$ cat src/rtl/coffee_dispenser_pkg.sv
// Shared codes for the coffee dispenser: drink selects, flavour valve one-hots,
// FSM state encodings and small decode helpers.
package coffee_dispenser_pkg;

  localparam logic [2:0] SelPlain = 3'd1;
  localparam logic [2:0] SelHazel = 3'd2;
  localparam logic [2:0] SelCoco  = 3'd3;

  localparam logic [1:0] FlavNone  = 2'b00;
  localparam logic [1:0] FlavHazel = 2'b01;
  localparam logic [1:0] FlavCoco  = 2'b10;

  typedef enum logic [2:0] {
    StIdle,
    StCup,
    StPour,
    StFlav,
    StDone,
    StRelease
  } brew_state_e;

  typedef enum logic [1:0] {
    PayIdle,
    PayHigh,
    PayGap
  } pay_state_e;

  function automatic logic sel_valid(input logic [2:0] sel);
    return (sel == SelPlain) || (sel == SelHazel) || (sel == SelCoco);
  endfunction

  function automatic logic [1:0] flav_code(input logic [2:0] sel);
    case (sel)
      SelHazel: return FlavHazel;
      SelCoco:  return FlavCoco;
      default:  return FlavNone;
    endcase
  endfunction

  // Bits needed to hold max_val - 1, never less than one.
  function automatic int unsigned cnt_width(input int unsigned max_val);
    return (max_val > 1) ? $clog2(max_val) : 1;
  endfunction

endpackage

$ cat src/rtl/coffee_dispenser_token_payout.sv
// Change payout: saturating 8-bit token backlog paid out as fixed-width
// token_out pulses separated by a fixed low gap.
module coffee_dispenser_token_payout
  import coffee_dispenser_pkg::*;
#(
  parameter int unsigned TokenHigh = 2,
  parameter int unsigned TokenGap  = 2
) (
  input  logic       clk_i,
  input  logic       rst_ni,
  input  logic       vend_busy_i,
  input  logic [7:0] change_tokens_i,
  output logic       token_out_o,
  output logic       change_busy_o
);

  localparam int unsigned MaxPhase = (TokenHigh > TokenGap) ? TokenHigh : TokenGap;
  localparam int unsigned CntW     = cnt_width(MaxPhase);

  pay_state_e      state_q, state_d;
  logic [CntW-1:0] cnt_q, cnt_d;
  logic [7:0]      rem_q, rem_d;
  logic            token_q, token_d;
  logic            busy_q, busy_d;
  logic            dec;
  logic [8:0]      sum;

  always_comb begin
    // Decrement and new change merge into one update so no token is lost.
    dec   = (state_q == PayHigh) && (cnt_q == '0);
    sum   = {1'b0, rem_q} - {8'd0, dec} + (vend_busy_i ? {1'b0, change_tokens_i} : 9'd0);
    rem_d = sum[8] ? 8'hFF : sum[7:0];

    state_d = state_q;
    cnt_d   = cnt_q;
    unique case (state_q)
      PayIdle: begin
        if (rem_d != '0) begin
          state_d = PayHigh;
          cnt_d   = CntW'(TokenHigh - 1);
        end
      end
      PayHigh: begin
        if (cnt_q == '0) begin
          state_d = PayGap;
          cnt_d   = CntW'(TokenGap - 1);
        end else begin
          cnt_d = cnt_q - CntW'(1);
        end
      end
      PayGap: begin
        if (cnt_q == '0) begin
          if (rem_d != '0) begin
            state_d = PayHigh;
            cnt_d   = CntW'(TokenHigh - 1);
          end else begin
            state_d = PayIdle;
          end
        end else begin
          cnt_d = cnt_q - CntW'(1);
        end
      end
      default: state_d = PayIdle;
    endcase

    token_d = (state_d == PayHigh);
    busy_d  = (rem_d != '0) || (state_d != PayIdle);
  end

  always_ff @(posedge clk_i or negedge rst_ni) begin
    if (!rst_ni) begin
      state_q <= PayIdle;
      cnt_q   <= '0;
      rem_q   <= '0;
      token_q <= 1'b0;
      busy_q  <= 1'b0;
    end else begin
      state_q <= state_d;
      cnt_q   <= cnt_d;
      rem_q   <= rem_d;
      token_q <= token_d;
      busy_q  <= busy_d;
    end
  end

  assign token_out_o   = token_q;
  assign change_busy_o = busy_q;

endmodule

$ cat src/rtl/coffee_dispenser.sv
// Dispense-side responder: brews cup/water/flavour sequences on request and
// pays out change tokens through an independent payout engine.
module coffee_dispenser
  import coffee_dispenser_pkg::*;
#(
  parameter int unsigned CupCycles     = 4,
  parameter int unsigned PourCycles    = 16,
  parameter int unsigned FlavourCycles = 8,
  parameter int unsigned TokenHigh     = 2,
  parameter int unsigned TokenGap      = 2
) (
  input  logic       clk_i,
  input  logic       rst_ni,
  input  logic       dispense_i,
  input  logic [2:0] coffee_select_i,
  input  logic       vend_busy_i,
  input  logic [7:0] change_tokens_i,
  output logic       dispense_done_o,
  output logic       cup_drop_o,
  output logic       water_valve_o,
  output logic [1:0] flavour_valve_o,
  output logic       fault_o,
  output logic       token_out_o,
  output logic       change_busy_o
);

  localparam int unsigned MaxCP     = (CupCycles > PourCycles) ? CupCycles : PourCycles;
  localparam int unsigned MaxCycles = (MaxCP > FlavourCycles) ? MaxCP : FlavourCycles;
  localparam int unsigned CntW      = cnt_width(MaxCycles);

  brew_state_e     state_q, state_d;
  logic [CntW-1:0] cnt_q, cnt_d;
  logic [2:0]      sel_q, sel_d;
  logic            cup_q, cup_d;
  logic            water_q, water_d;
  logic [1:0]      flav_q, flav_d;
  logic            done_q, done_d;
  logic            fault_q, fault_d;

  always_comb begin
    state_d = state_q;
    cnt_d   = cnt_q;
    sel_d   = sel_q;
    cup_d   = 1'b0;
    water_d = 1'b0;
    flav_d  = FlavNone;
    done_d  = 1'b0;
    fault_d = fault_q;
    unique case (state_q)
      StIdle: begin
        if (dispense_i) begin
          if (sel_valid(coffee_select_i)) begin
            state_d = StCup;
            sel_d   = coffee_select_i;
            cnt_d   = CntW'(CupCycles - 1);
            cup_d   = 1'b1;
          end else begin
            fault_d = 1'b1;
            state_d = StDone;
            done_d  = 1'b1;
          end
        end
      end
      StCup: begin
        if (!dispense_i) begin
          state_d = StIdle;
        end else if (cnt_q == '0) begin
          state_d = StPour;
          cnt_d   = CntW'(PourCycles - 1);
          water_d = 1'b1;
        end else begin
          cnt_d = cnt_q - CntW'(1);
          cup_d = 1'b1;
        end
      end
      StPour: begin
        if (!dispense_i) begin
          state_d = StIdle;
        end else if (cnt_q == '0) begin
          if (sel_q == SelPlain) begin
            state_d = StDone;
            done_d  = 1'b1;
          end else begin
            state_d = StFlav;
            cnt_d   = CntW'(FlavourCycles - 1);
            flav_d  = flav_code(sel_q);
          end
        end else begin
          cnt_d   = cnt_q - CntW'(1);
          water_d = 1'b1;
        end
      end
      StFlav: begin
        if (!dispense_i) begin
          state_d = StIdle;
        end else if (cnt_q == '0) begin
          state_d = StDone;
          done_d  = 1'b1;
        end else begin
          cnt_d  = cnt_q - CntW'(1);
          flav_d = flav_code(sel_q);
        end
      end
      StDone: state_d = StRelease;
      // Hold here until the request drops so a stale level cannot retrigger.
      StRelease: begin
        if (!dispense_i) state_d = StIdle;
      end
      default: state_d = StIdle;
    endcase
  end

  always_ff @(posedge clk_i or negedge rst_ni) begin
    if (!rst_ni) begin
      state_q <= StIdle;
      cnt_q   <= '0;
      sel_q   <= '0;
      cup_q   <= 1'b0;
      water_q <= 1'b0;
      flav_q  <= FlavNone;
      done_q  <= 1'b0;
      fault_q <= 1'b0;
    end else begin
      state_q <= state_d;
      cnt_q   <= cnt_d;
      sel_q   <= sel_d;
      cup_q   <= cup_d;
      water_q <= water_d;
      flav_q  <= flav_d;
      done_q  <= done_d;
      fault_q <= fault_d;
    end
  end

  assign dispense_done_o = done_q;
  assign cup_drop_o      = cup_q;
  assign water_valve_o   = water_q;
  assign flavour_valve_o = flav_q;
  assign fault_o         = fault_q;

  coffee_dispenser_token_payout #(
    .TokenHigh(TokenHigh),
    .TokenGap (TokenGap)
  ) u_token_payout (
    .clk_i          (clk_i),
    .rst_ni         (rst_ni),
    .vend_busy_i    (vend_busy_i),
    .change_tokens_i(change_tokens_i),
    .token_out_o    (token_out_o),
    .change_busy_o  (change_busy_o)
  );

endmodule

$ cat config.mk
export PLATFORM = sky130hd
export DESIGN_NAME = coffee_dispenser
export DESIGN_NICKNAME = d
export VERILOG_FILES = /design/src/rtl/coffee_dispenser_pkg.sv /design/src/rtl/coffee_dispenser_token_payout.sv /design/src/rtl/coffee_dispenser.sv
export SDC_FILE = /design/constraint.sdc
export NUM_CORES = 1
export LEC_CHECK = 0
export CAP_MARGIN = 5
export CORE_AREA = 2 2 86 80
export DETAILED_ROUTE_END_ITERATION = 7
export DIE_AREA = 0 0 88 82
export GPL_TIMING_DRIVEN = 0
export HOLD_SLACK_MARGIN = 0.02
export PLACE_DENSITY_LB_ADDON = 0.08
export SYNTH_ARGS = -nofsm -noshare
export SYNTH_HDL_FRONTEND = slang
export SYNTH_HIERARCHICAL = 1
export SYNTH_SLANG_ARGS = --single-unit
$ cat constraint.sdc
create_clock -name clk_i -period 9.8 [get_ports clk_i]
set_input_delay 1.96 -clock clk_i [delete_from_list [all_inputs] [get_ports clk_i]]
set_output_delay 1.96 -clock clk_i [all_outputs]
set_load 0.02 [all_outputs]
== After elaboration in Yosys (flattened, before gate mapping) ==
Cells that the tools add are included.
Cells by class
  add/sub/neg operators: 4
  equal/unequal tests: 26
  multiplexer cells: 54
  bitwise operators: 2
  reductions and logical operators: 16
Operator list (count)
  two-way mux 4 bit: 9
  two-way mux 3 bit: 10
  equality test 3 x 2 -> 1 bit (second input constant): 6
  one-hot mux 3 bit (6 select lines): 1
  two-way mux 1 bit: 16
  two-way mux 2 bit: 8
  two-way mux 8 bit: 2
  one-hot mux 4 bit (4 select lines): 1
  != test 2 bit (second input constant): 7
  != test 3 bit (second input constant): 4
  adder 9 bit: 1
  equality test 3 x 1 -> 1 bit (second input constant): 3
  subtractor 8 x 1 -> 9 bit: 1
  one-hot mux 2 bit (2 select lines): 2
  AND reduction 8 bit: 1
  nonzero test 8 bit: 1
  equality test 3 bit (second input constant): 2
  one-hot mux 1 bit (3 select lines): 2
  one-hot mux 2 bit (3 select lines): 1
  AND reduction 3 bit: 2
  AND reduction 5 bit: 1
  equality test 2 x 1 -> 1 bit (second input constant): 2
  logical NOT 4 bit: 1
  one-hot mux 1 bit (2 select lines): 2
  13 further kinds: 16
Storage, ports and cells
  register bits: 29
  input port bits: 15
  logic and storage cells: 115

== Longest topological paths before layout ==
  depth after elaboration: 11
  gate-level depth with buffers: 13
  mapped depth without buffers: 13

== Modules after synthesis ==
Netlist, hierarchy kept.
By module, submodules not included
  coffee_dispenser_token_payout: instances 1, cells each 151, area an instance 1281.2 um^2, sequential area each 325.3 um^2
  coffee_dispenser: instances 1, cells each 84, area an instance 874.6 um^2, sequential area each 400.4 um^2

== Least setup slack after synthesis ==
No wires, ideal clock.
  path kind: input -> register
  start point: input vend_busy_i
  end point: register u_token_payout.cnt_q
  library setup time: 0.126 ns
  data arrival time: 4.331 ns
  data required time: 9.674 ns
  setup slack: 5.343 ns
  cell stages on the path: 11
  cell sequence: clkbuf_1 > nand2_1 > ha_1 > inv_1 > fa_1 > a21o_2 > a22oi_1 > mux2_2 > a21oi_4 > a211oi_1 > a311o_1
Between the ends
  word-level cells in the longest chain between the ends: 7
Ends and longest elaborated chain
  from (decl): RTL line coffee_dispenser.sv:16  | input logic vend_busy_i,
  two-way mux 8 bit *: RTL line coffee_dispenser_token_payout.sv:31  | sum = {1'b0, rem_q} - {8'd0, dec} + (vend_busy_i ? {1'b0, change_tokens_i} : 9'd0);
  adder 9 bit *: RTL line coffee_dispenser_token_payout.sv:31
  two-way mux 8 bit *: RTL line coffee_dispenser_token_payout.sv:32  | rem_d = sum[8] ? 8'hFF : sum[7:0];
  nonzero test 8 bit *: RTL line coffee_dispenser_token_payout.sv:38, coffee_dispenser_token_payout.sv:53
  two-way mux 1 bit: RTL line coffee_dispenser_token_payout.sv:53  | if (rem_d != '0) begin
  two-way mux 1 bit: RTL line coffee_dispenser_token_payout.sv:52  | if (cnt_q == '0) begin
  one-hot mux 1 bit (3 select lines): RTL line coffee_dispenser_token_payout.sv:36  | unique case (state_q)
  to (signal assigned): RTL line coffee_dispenser_token_payout.sv:79  | cnt_q <= cnt_d;
  to (decl): RTL line coffee_dispenser_token_payout.sv:21  | logic [CntW-1:0] cnt_q, cnt_d;
Mark *: on every way between the ends. The rest lies on a longest branch, timed or not.
A chain may end at the register's enable or synchronous reset.

== Worst setup path after layout ==
  start point: input change_tokens_i[1]
  end point: register u_token_payout.cnt_q
Between the ends
  word-level cells in the longest chain between the ends: 7
Ends and longest elaborated chain
  from (decl): RTL line coffee_dispenser.sv:17  | input logic [7:0] change_tokens_i,
  two-way mux 8 bit *: RTL line coffee_dispenser_token_payout.sv:31
  adder 9 bit *: RTL line coffee_dispenser_token_payout.sv:31
  two-way mux 8 bit *: RTL line coffee_dispenser_token_payout.sv:32
  nonzero test 8 bit *: RTL line coffee_dispenser_token_payout.sv:38, coffee_dispenser_token_payout.sv:53
  two-way mux 1 bit: RTL line coffee_dispenser_token_payout.sv:53
  two-way mux 1 bit: RTL line coffee_dispenser_token_payout.sv:52
  one-hot mux 1 bit (3 select lines): RTL line coffee_dispenser_token_payout.sv:36
Marks and branches as above.

==> results.sh <==
export IMPL_die_area_um2=7220
export IMPL_path_cells="clkdlybuf4s50_1, nand2_1, ha_1, inv_1, fa_1, a21o_2, a22oi_1, mux2_2, a21oi_4, a211oi_1, a311o_1"
export IMPL_slowest_delay_ns=0.48
export IMPL_netlist_area_um2=2160
export IMPL_maxSlewViolCount=0
export IMPL_cts_hold_fix_buffers=0
export IMPL_cp_required_ns=9.95
export IMPL_synth_nets=272
export IMPL_path_class="input pin to flip-flop"
export IMPL_antenna_cells=0
export IMPL_drive_gt1_share_pct=10.6
export IMPL_power_density_nw_per_um2=310
export IMPL_clkTransAtPathRegs_ns=0.06
export IMPL_path_max_fanout=6
export IMPL_post_place_ws_ns=4.91
export IMPL_final_antenna_net_count=0
export IMPL_maxCapViolCount=0
export IMPL_via_per_inst=4.89
export IMPL_dp_hpwl_um=3360
export IMPL_mostFrequentLayoutCell="inv_1"
export IMPL_clock_root_buffer="clkbuf_8"
export IMPL_slew_headroom_pct=55.0
export IMPL_io_pins=23
export IMPL_clock_latency_ns=0.27
export IMPL_synthFlopType="dfrtp_1"
export IMPL_run_status="finished, final reports clean"
export IMPL_antenna_found_initial=0
export IMPL_crit_path_start="change_tokens_i[1]"
export IMPL_seq_area_um2=726
export IMPL_fin_tns_setup_ns=0
export IMPL_grt_overflow=0
export IMPL_hold_violations=0
export IMPL_synth_edff_count=0
export IMPL_grt_max_degree=30
export IMPL_ctsResizeCount=0
export IMPL_core_rowCount=28
export IMPL_grt_pass1_vias=1561
export IMPL_drt_iter0_drc=39
export IMPL_grt_usage_pct=13.4
export IMPL_leakagePower_nw=1.16
export IMPL_min_path_type="flip-flop to flip-flop"
export IMPL_die_y_um=82
export IMPL_wl_um=4450
export IMPL_dr_pass1_iters=4
export IMPL_synth_async_reset_ratio_pct=100
export IMPL_multi_input_area_um2=1270
export IMPL_wl_per_cell_um=12.6
export IMPL_synth_cell_type_count=61
export IMPL_area_delta_synth_final_pct=18.7
export IMPL_clk_path_buf_depth=2
export IMPL_end_kind="flip-flop"
export IMPL_port_buffer_count=21
export IMPL_syn_inst=235
export IMPL_finClkSkew_ns=0.00378
export IMPL_worst_pin_slew_ns=0.674
export IMPL_layout_common_cells="35 x inv_1, 29 x dfrtp_1, 21 x ha_1, 20 x nand2_1, 20 x clkdlybuf4s50_1"
export IMPL_final_cells=353
export IMPL_routed_via_count=1726
export IMPL_critPathLaunchType="input pin"
export IMPL_post_route_period_util_pct=46.8
export IMPL_fillers=655
export IMPL_hold_start="fault_o"
export IMPL_core_um2=6340
export IMPL_gp_congestion=0.768
export IMPL_numCtsBuffers=5
export IMPL_cpMaxStageDelayCell="fa_1"
export IMPL_post_cts_setup_buffers=0
export IMPL_post_route_min_period_ns=4.59
export IMPL_rsz0062_at_grt="no"
export IMPL_yosysWarningCount=6
export IMPL_critPathArrivalTime_ns=4.74
export IMPL_cts_tree="done"
export IMPL_synth_area_per_cell_um2=9.17
export IMPL_htree_num_levels=2
export IMPL_synth_seq_cells=29
export IMPL_setup_slack_ns=5.21
export IMPL_drc_errors=0
export IMPL_synth_seq_area_share_pct=33.7
export IMPL_r2r_start="u_token_payout/state_q[1]"
export IMPL_ir_worst_vdd_uv=94.2
export IMPL_final_nets=300
export IMPL_initial_core_util_pct=34.0
export IMPL_fmax_ghz=0.218
export IMPL_clock_sinks=29
export IMPL_setup_violations=0
export IMPL_grt_pass1_wl_um=7530
export IMPL_dpl_cell_count=346
export IMPL_die_w_um=88
==> worst max-delay path: cells and delay by family <==
family                     cells  cell delay (ns)
AOI/OAI and AO/OA              5             1.05
adders and majority gates      2             0.77
buffers and inverters          2             0.51
muxes                          1             0.39
and+or+nand+nor                1             0.05
==> layer usage <==
metal | part of all wire, % | track usage, % | up-vias
met5 | 0 | 0 | -
met4 | 0.72 | 2.77 | 0
met3 | 4.9 | 3.22 | 4
met2 | 42 | 19.8 | 44
met1 | 52 | 19.8 | 791
li1 | - | - | 887
==> Yosys cell counts (3+ instances only) <==
master	instances	area, um2
and2_1	3	18.8
ha_1	21	263
nor3b_1	3	22.5
o22ai_1	3	18.8
nor2_1	10	37.5
o211ai_1	4	30.0
o21ai_0	10	50.1
a21oi_1	18	90.1
nor2b_1	7	43.8
nor4_1	3	18.8
dfrtp_1	29	726
buf_2	4	20.0
a21o_1	3	22.5
nand2_1	20	75.1
inv_1	35	131
clkbuf_1	3	11.3
==> layout make-up <==
cell class | instances | area share, %
Buffer | 7 | 1.22
Tap cell | 90 | 4.40
Inverter | 35 | 5.13
Multi-Input combinational cell | 164 | 49.5
Sequential cell | 29 | 28.3
Timing Repair Buffer | 21 | 8.02
Clock buffer | 7 | 3.37
==> flip-flops by register name, summed over array words and instances, names as in the netlist <==
signal                        cells
fault_o                           1
u_token_payout/state_q            2
sel_q                             3
flavour_valve_o                   2
water_valve_o                     1
cup_drop_o                        1
dispense_done_o                   1
state_q                           3
cnt_q                             4
u_token_payout/token_out_o        1
u_token_payout/rem_q              8
u_token_payout/cnt_q              1
u_token_payout/change_busy_o      1
==> per-stage QoR <==
stage / utilization [%] / hold WS (ns) / total power, W / instance area, um2
2_1_floorplan: - / 0.438 / 0.000587 / 2160
3_5_place_dp: 39.0 / 0.454 / 0.000699 / 2470
3_3_place_gp: 39.1 / 0.447 / 0.000704 / 2480
5_1_grt: 40.4 / 0.509 / 0.000882 / 2560
6_report: 40.4 / 0.465 / 0.000795 / 2560
4_1_cts: 40.4 / 0.469 / 0.000803 / 2560
==> logic make-up after synthesis <==
family                     count (synthesis)  share of synthesized area (%)
xor gates and xnor gates                   3                           1.22
DFF                                       29                           33.7
buffers and inverters                     42                           7.55
muxes                                      5                           2.84
AOI/OAI and AO/OA                         73                           25.5
and+or+nand+nor                           61                           16.1
adders and majority gates                 22                           13.1
==> path summary, 6_finish.rpt <==
path / end / slack, ns / cells after the start
setup / recovery: u_token_payout/cnt_q / 5.21 / 11
hold / removal: fault_o / 0.46 / 1
setup reg to reg: u_token_payout/cnt_q / 6.35 / 13
hold reg to reg: fault_o / 0.46 / 1
max in group asynchronous: u_token_payout/rem_q[6] / 7.64 / 1
min in group asynchronous: fault_o / 1.72 / 1
==> report_power, final <==
part,switching (W),internal (W)
Clock,0.0000433,0.0000556
Combinational,0.000288,0.000218
Sequential,0.0000282,0.000162
Power figures use the tool's default switching activity.
